## config.mk

```make
export PLATFORM = sky130hd
export DESIGN_NAME = shift_sequencer
export DESIGN_NICKNAME = d
export VERILOG_FILES = /design/src/rtl/shift_seq_pkg.sv /design/src/rtl/shift_sequencer_step.sv /design/src/rtl/shift_sequencer.sv
export SDC_FILE = /design/constraint.sdc
export NUM_CORES = 1
export LEC_CHECK = 0
export CORE_MARGIN = 3
export CORE_UTILIZATION = 25
export CTS_BUF_LIST = sky130_fd_sc_hd__clkbuf_8
export CTS_CLUSTER_DIAMETER = 30
export DETAILED_ROUTE_END_ITERATION = 8
export MAX_ROUTING_LAYER = met4
export RECOVER_POWER = 50
export SETUP_SLACK_MARGIN = 0.1
export SYNTH_ARGS = -nofsm -noshare
export SYNTH_HDL_FRONTEND = slang
export SYNTH_SLANG_ARGS = --single-unit
```

## constraint.sdc

```tcl
create_clock -name clk -period 2.6 [get_ports clk]
set_clock_uncertainty 0.2 [all_clocks]
set_input_delay 0.65 -clock clk [delete_from_list [all_inputs] [get_ports clk]]
set_output_delay 0.65 -clock clk [all_outputs]
set_load 0.03 [all_outputs]
```

## src/rtl/shift_seq_pkg.sv

```systemverilog
// shift_seq_pkg: shared constants, FSM state type, request record and the
// small arithmetic helpers used by the shift sequencer.
package shift_seq_pkg;

    localparam int WIDTH    = 8;                    // operand width (power of two, >= 8)
    localparam int AMT_W    = 5;                    // shift-amount width
    localparam int STEP_MAX = 7;                    // positions the step shifter moves per clock
    localparam int STEP_W   = $clog2(STEP_MAX + 1); // width of one step amount
    localparam int LOG2W    = $clog2(WIDTH);        // bits kept for a rotate amount
    localparam int REM_W    = LOG2W + 1;            // remaining count must be able to hold WIDTH

    typedef enum logic [1:0] {
        IDLE  = 2'd0,
        SHIFT = 2'd1,
        DONE  = 2'd2
    } state_t;

    typedef struct packed {
        logic [WIDTH-1:0] data;
        logic [AMT_W-1:0] amt;
        logic             dir;   // 1 = left, 0 = right
        logic             rot;   // 1 = rotate, 0 = zero-fill
    } req_t;

    // Positions to move this cycle: whatever is left, capped at the shifter range.
    function automatic logic [STEP_W-1:0] min_step(input logic [REM_W-1:0] rem);
        if (rem > REM_W'(STEP_MAX))
            return STEP_W'(STEP_MAX);
        else
            return rem[STEP_W-1:0];
    endfunction

    // Work actually needed: a rotate repeats every WIDTH positions, a logical
    // shift saturates at WIDTH (everything shifted out).
    function automatic logic [REM_W-1:0] eff_amt(input logic [AMT_W-1:0] amt, input logic rot);
        if (rot)
            return REM_W'(amt[LOG2W-1:0]);
        else if (amt >= AMT_W'(WIDTH))
            return REM_W'(WIDTH);
        else
            return amt[REM_W-1:0];
    endfunction

endpackage

```

## src/rtl/shift_sequencer_step.sv

```systemverilog
// shift_step: combinational W-bit shift/rotate by 0..2^SW-1 positions.
module shift_step #(
    parameter int W  = 8,
    parameter int SW = 3
) (
    input  logic [W-1:0]  i_data,
    input  logic [SW-1:0] i_amt,
    input  logic          i_dir,
    input  logic          i_rot,
    output logic [W-1:0]  o_data
);

    logic [W-1:0] w_lsh;
    logic [W-1:0] w_rsh;
    logic [W-1:0] w_lwrap;
    logic [W-1:0] w_rwrap;

    // Plain shifts plus the bits that wrap around; a shift by W yields 0, so
    // an amount of 0 adds no wrapped bits.
    always_comb begin
        w_lsh   = i_data << i_amt;
        w_rsh   = i_data >> i_amt;
        w_lwrap = i_data >> (W - int'(i_amt));
        w_rwrap = i_data << (W - int'(i_amt));
        if (i_dir)
            o_data = i_rot ? (w_lsh | w_lwrap) : w_lsh;
        else
            o_data = i_rot ? (w_rsh | w_rwrap) : w_rsh;
    end

endmodule

```

## src/rtl/shift_sequencer.sv

```systemverilog
// shift_sequencer: round-robin shares one STEP_MAX-position shifter between
// two requesters, applying amounts up to 31 over several clocks.
// Optional feature macro: SHIFT_SEQ_ROTATE_EN (adds req0_rot/req1_rot ports).
module shift_sequencer
    import shift_seq_pkg::*;
(
    input  logic             clk,
    input  logic             rst_n,
    input  logic             req0_valid,
    input  logic [WIDTH-1:0] req0_data,
    input  logic [AMT_W-1:0] req0_amt,
    input  logic             req0_dir,
    input  logic             req1_valid,
    input  logic [WIDTH-1:0] req1_data,
    input  logic [AMT_W-1:0] req1_amt,
    input  logic             req1_dir,
`ifdef SHIFT_SEQ_ROTATE_EN
    input  logic             req0_rot,
    input  logic             req1_rot,
`endif
    output logic             gnt0,
    output logic             gnt1,
    output logic             out_valid,
    input  logic             out_ready,
    output logic [WIDTH-1:0] out_data,
    output logic             out_id,
    output logic             busy
);

    state_t            r_state;
    state_t            w_state_nxt;
    logic [WIDTH-1:0]  r_data;
    logic [REM_W-1:0]  r_rem;
    logic              r_dir;
    logic              r_rot;
    logic              r_id;
    logic              r_last;    // requester served most recently

    req_t              w_req0;
    req_t              w_req1;
    req_t              w_sel;
    logic              w_any;
    logic              w_pick1;
    logic              w_accept;
    logic [REM_W-1:0]  w_eff;
    logic [STEP_W-1:0] w_step;
    logic [REM_W-1:0]  w_rem_nxt;
    logic [WIDTH-1:0]  w_shifted;

    assign w_req0.data = req0_data;
    assign w_req0.amt  = req0_amt;
    assign w_req0.dir  = req0_dir;
    assign w_req1.data = req1_data;
    assign w_req1.amt  = req1_amt;
    assign w_req1.dir  = req1_dir;
`ifdef SHIFT_SEQ_ROTATE_EN
    assign w_req0.rot  = req0_rot;
    assign w_req1.rot  = req1_rot;
`else
    assign w_req0.rot  = 1'b0;
    assign w_req1.rot  = 1'b0;
`endif

    // Arbitration pick is independent of state; the FSM decides whether to grant it.
    assign w_any     = req0_valid | req1_valid;
    assign w_pick1   = req1_valid & (~req0_valid | ~r_last);
    assign w_sel     = w_pick1 ? w_req1 : w_req0;
    assign w_eff     = eff_amt(w_sel.amt, w_sel.rot);
    assign w_accept  = gnt0 | gnt1;

    assign w_step    = min_step(r_rem);
    assign w_rem_nxt = r_rem - REM_W'(w_step);

    assign out_data  = r_data;
    assign out_id    = r_id;

    shift_step #(
        .W  (WIDTH),
        .SW (STEP_W)
    ) u_step (
        .i_data (r_data),
        .i_amt  (w_step),
        .i_dir  (r_dir),
        .i_rot  (r_rot),
        .o_data (w_shifted)
    );

    // State register.
    always_ff @(posedge clk or negedge rst_n) begin
        if (!rst_n) r_state <= IDLE;
        else        r_state <= w_state_nxt;
    end

    // Next state, grants and status outputs; grants are held off while in reset.
    always_comb begin
        w_state_nxt = r_state;
        gnt0        = 1'b0;
        gnt1        = 1'b0;
        out_valid   = 1'b0;
        busy        = 1'b0;
        case (r_state)
            IDLE: begin
                if (rst_n && w_any) begin
                    gnt0        = ~w_pick1;
                    gnt1        = w_pick1;
                    w_state_nxt = (w_eff != '0) ? SHIFT : DONE;
                end
            end
            SHIFT: begin
                busy = 1'b1;
                if (w_rem_nxt == '0) w_state_nxt = DONE;
            end
            DONE: begin
                busy      = 1'b1;
                out_valid = 1'b1;
                if (out_ready) w_state_nxt = IDLE;
            end
            default: w_state_nxt = IDLE;
        endcase
    end

    // Operand capture on accept, then one step per SHIFT cycle; frozen in DONE.
    always_ff @(posedge clk or negedge rst_n) begin
        if (!rst_n) begin
            r_data <= '0;
            r_rem  <= '0;
            r_dir  <= 1'b0;
            r_rot  <= 1'b0;
            r_id   <= 1'b0;
            r_last <= 1'b1;
        end else begin
            case (r_state)
                IDLE: begin
                    if (w_accept) begin
                        r_data <= w_sel.data;
                        r_dir  <= w_sel.dir;
                        r_rot  <= w_sel.rot;
                        r_rem  <= w_eff;
                        r_id   <= w_pick1;
                        r_last <= w_pick1;
                    end
                end
                SHIFT: begin
                    r_data <= w_shifted;
                    r_rem  <= w_rem_nxt;
                end
                default: ;
            endcase
        end
    end

endmodule
```

## Word level (Yosys, flattened, before mapping)

Index checks and enable logic that the tools add are counted.

- Add/sub/neg operators: 2
- Magnitude comparators: 2
- Eq/ne operators: 6
- Shift-type cells: 4
- Multiplexer cells: 22
- Bitwise logic cells: 9
- Reduce and logical (&&, ||, !) cells: 9

Operators with widths:

| kind | count |
|---|---|
| 8-bit two-way mux | 4 |
| 8-bit by 32-bit << shifter with 8-bit output | 1 |
| 8-bit by 32-bit >> shifter with 8-bit output | 1 |
| 8-bit bitwise OR | 2 |
| 8-bit case mux with 2 select lines | 1 |
| 15-bit two-way mux | 1 |
| 4-bit two-way mux | 3 |
| 2-bit two-way mux | 4 |
| 2-bit != test (second input constant) | 4 |
| 4-bit case mux with 2 select lines | 1 |
| 8-bit by 3-bit << shifter with 8-bit output | 1 |
| 8-bit by 3-bit >> shifter with 8-bit output | 1 |
| 1-bit two-way mux | 6 |
| 2-bit case mux with 3 select lines | 1 |
| 5-bit by 4-bit >= comparator with 1-bit output (second input constant) | 1 |
| 4-bit by 3-bit subtractor with 5-bit output (first input constant) | 1 |
| 4-bit by 3-bit greater-than comparator with 1-bit output (second input constant) | 1 |
| 4-bit logical NOT | 1 |
| 2-bit AND reduction | 2 |
| 4-bit nonzero test | 1 |
| 4-bit by 3-bit subtractor with 4-bit output | 1 |
| 3-bit two-way mux | 1 |
| 1-bit inverter | 3 |
| 1-bit bitwise OR | 3 |
| 8 further kinds | 8 |

- Bits in registers: 18
- Output and inout bits: 13

## Logic depth before layout (Yosys ltp)

- Depth after elaboration: 11
- Gate-level depth with buffers: 9
- Gate-level depth less buffers: 7

## Cells and area by module

A second synthesis with hierarchy kept.

- Cell total of the unflattened synthesis: 275
- Area, all modules: 2,297.2 sq um

By module, submodules not included:

| module | instances | cells each | area an instance (sq um) | seq. area each (sq um) |
|---|---|---|---|---|
| shift_sequencer | 1 | 120 | 1,154.9 | 426.7 |
| shift_step | 1 | 155 | 1,142.3 | 0.0 |

## Worst setup path before layout

OpenSTA, ideal clock, no wires.

- Path type: input port to output port
- Start: input req1_valid
- End: output gnt1
- Arrival time: 1,595 ps
- Path slack: 155 ps
- Stages on the path: 4
- Buffers on the path: 2
- Cells stage by stage: a21bo_1 -> buf_2 -> buf_6 -> nor2_1

- Word-level cells in the longest chain between the ends: 4
- Elaborated cells between the ends (all ways): 5
- Those cells by class: mux (2); bitwise (2); reduce/logical (1)

Ends and longest elaborated chain:

| what | RTL line | text |
|---|---|---|
| start, declared | shift_sequencer.sv:13 | `input logic req1_valid,` |
| 1-bit bitwise OR | shift_sequencer.sv:65 | `assign w_any = req0_valid \| req1_valid;` |
| 1-bit logical AND | shift_sequencer.sv:103 | `if (rst_n && w_any) begin` |
| 1-bit two-way mux * | shift_sequencer.sv:103 |  |
| 1-bit two-way mux * | shift_sequencer.sv:101 | `case (r_state)` |
| end, declared | shift_sequencer.sv:22 | `output logic gnt1,` |

Mark *: on every way between the ends. The rest lies on a longest branch, timed or not.

## Worst setup path after layout

- Start: input rst_n
- End: output gnt0

- Word-level cells in the longest chain between the ends: 3

Ends and longest elaborated chain:

| what | RTL line | text |
|---|---|---|
| start, declared | shift_sequencer.sv:8 | `input logic rst_n,` |
| 1-bit logical AND | shift_sequencer.sv:103 |  |
| 1-bit two-way mux | shift_sequencer.sv:103 |  |
| 1-bit two-way mux | shift_sequencer.sv:101 |  |
| end, declared | shift_sequencer.sv:21 | `output logic gnt0,` |

No other way between the ends.

==> run metrics <==
run status=finished clean; layout cells sized above 1=0.1812; YS warnings=0; Comb power frac=0.705; row cnt=30; Worst Reg2Reg Path Length in Cells=8; Setup Viol. Count Final=0; Worst Hold Launch=out_id; Tmin final=2.491 ns; TNS Setup=0 ns; sequential area share after synthesis=0.2395; worst rel slew slack=0.6161; number of antenna diodes=0; Layout area overhead=40.80%; Routed WL=5795 µm; CTS buffer count=3; Power Density=1137 nW/µm²; post-synth top area cell=dfrtp_1; Synth Flop Type=dfrtp_1; syn avg cell area=8.287 µm²; Critical Path Source Type=input port; Static Leakage=0.9921 nW; worst hold slack=0.2958 ns; CTS root buf=clkbuf_8; top-area cell type share of the netlist area=0.2247; Die Span X=90.42 µm; crit end category=primary output; highest clock rate=0.4014 GHz; worst endpoint data arrival time=1.64 ns; first-pass GRT wire length=9729 µm; worst vdd ir=0.5888 mV; CP max FO=3; Flop pwr share=0.223; syn_nets=252; placer congestion estimate=0.9360; Hold Path Depth=1; DIE AREA=8176 µm²; clock sinks=17; P_int=0.001431 W; Synth Cell Area=1782 µm²; Port Buffers=45; Global Route met3 Usage=0.02000; Hold Vio Cnt, Final=0; r2r endpoint=out_data[0]; number of DRC markers in iteration 0=141; met1 Track Usage GR=0.1980; Async SR Flop Fraction=1.000; most frequent cell after synthesis=nand2_1; worst skew pair latency=0.26 ns; H-tree Lvls=1; I/O pins=46; Worst-Margin Slew=0.5759 ns; DIE HEIGHT=90.42 µm; Final ANT Viol Nets=0; setup slack, reg-to-reg=0.30 ns; worst endpoint required time=1.75 ns; GRT Overall Usage=0.1479; initial antenna violation count=0; Post-Syn Instances=215; synthesized flop and latch total=17; DR vias/cell=5.218; power share of the clock group=0.072; grt ovf=0; Distinct cells, synth=60; worst hold path class=flop to flop; vias in the first global route=1911; HPWL after DPL=4467 µm; final worst-path cycle share=0.9582; total core area=6869 µm²; final slew viol count=0; P_sw=0.001420 W; Most Used Layer, Global Route=met2; critical path class=input port to primary output; wire length per cell=15.58 µm; Starting Density=0.2594; Sw Share=0.4981; CTS tree=done; most frequent cells after synthesis=nand2_1 (20), dfrtp_1 (16), nor2_1 (15), mux2i_1 (14), o21ai_0 (14); dpl cells=367; RSZ-0062 raised after global routing=no; Worst-path clk slew=0.07 ns; first-pass detailed-route iteration total=4; WHS Endpoint=out_id; number of synthesized flops with an enable pin=0; M2 GR Usage=0.2371; hold-fix buffers at CTS=0; routed via count=1941; final std cells w/o fill=372; worst-case clock buffer depth=2; largest net degree at the start of global routing=19; Residual DRC=0; # nets final=314; max-cap violations=0; reg2reg start=r_state[1]; synth top area cells=dfrtp_1 (22%), mux2i_1 (7.9%), nand2_1 (4.2%)
through the flow:
stage,utilization,power [W],setup WS (ns),instance area (µm²)
after floorplan,-,0.001932,0.1548,1782
final,0.3652,0.002852,0.1088,2509
after global placement,0.3566,0.002648,0.03449,2450
after detailed placement,0.3566,0.002656,0.03222,2450
after global routing,0.3652,0.003092,0.05860,2509
after CTS,0.3648,0.002862,0.1022,2506
worst max path at each step:
stage	startpoint	end
final	rst_n	gnt0
after floorplan	req1_valid	gnt1
after global placement	req1_valid	gnt1
after detailed placement	req1_valid	gnt1
after CTS	req1_valid	gnt0
after global routing	rst_n	gnt0
critical path, cell delays in order:
cell             delay [ns]
clkdlybuf4s50_1        0.50
o211ai_1               0.18
nor2_1                 0.15
buf_4                  0.17
power groups by stage:
stage | Sequential, W | Combinational, W | Clock, W
after floorplan | 0.000665 | 0.00127 | 0
after global placement | 0.000634 | 0.00201 | 0
after detailed placement | 0.000635 | 0.00202 | 0
after CTS | 0.000628 | 0.00203 | 0.000208
after global routing | 0.000666 | 0.00220 | 0.000222
final | 0.000636 | 0.00201 | 0.000206
cells in the final DEF (no fill, tap or decap), drive strengths merged, types with 5 or more instances in the layout:
cell	instances
clkdlybuf4s50	38
buf	29
nand2	20
dfrtp	16
nor2	16
o21ai	14
mux2i	14
nand3	10
a21oi	10
nor3	7
nor2b	7
inv	5
o211ai	5
and3	5
a31oi	5
clkbuf	5
state kept, by name (all words and copies together) (netlist names):
| signal | cells |
|---|---|
| out_data | 8 |
| out_id | 1 |
| r_dir | 1 |
| r_last | 1 |
| r_rem | 4 |
| r_state | 2 |
layer usage:
| metal | vias up | part of all wire |
|---|---|---|
| li1 | 947 | - |
| met1 | 916 | 0.47 |
| met2 | 70 | 0.48 |
| met3 | 8 | 0.046 |
| met4 | 0 | 0.011 |
| met5 | - | 0 |
repair_timing:
item,4_1_cts,5_1_grt
resized for setup,5,5
pin swaps,1,2
gates cloned,0,0
endpoints found under the setup margin,2,2
setup buffers,1,0
logic make-up after synthesis:
| group | after synthesis | share of synthesized area |
|---|---|---|
| buffers and inverters | 22 | 0.07092 |
| flip-flops | 17 | 0.2395 |
| adder cells (fa/ha/maj) | 4 | 0.02809 |
| AO/OA/AOI/OAI | 70 | 0.2978 |
| AND/OR/NAND/NOR | 85 | 0.2535 |
| multiplexers | 17 | 0.1102 |
cell type report:
class,instances,area [µm²]
flip-flops and latches,17,426.7
fillers,710,4360
inverters,5,18.77
well taps,96,120.1
clock buffers,3,41.29
clock inverters,1,3.754
repair buffers,74,663.1
multi-input cells,176,1235
(Power assumes the default switching activity.)
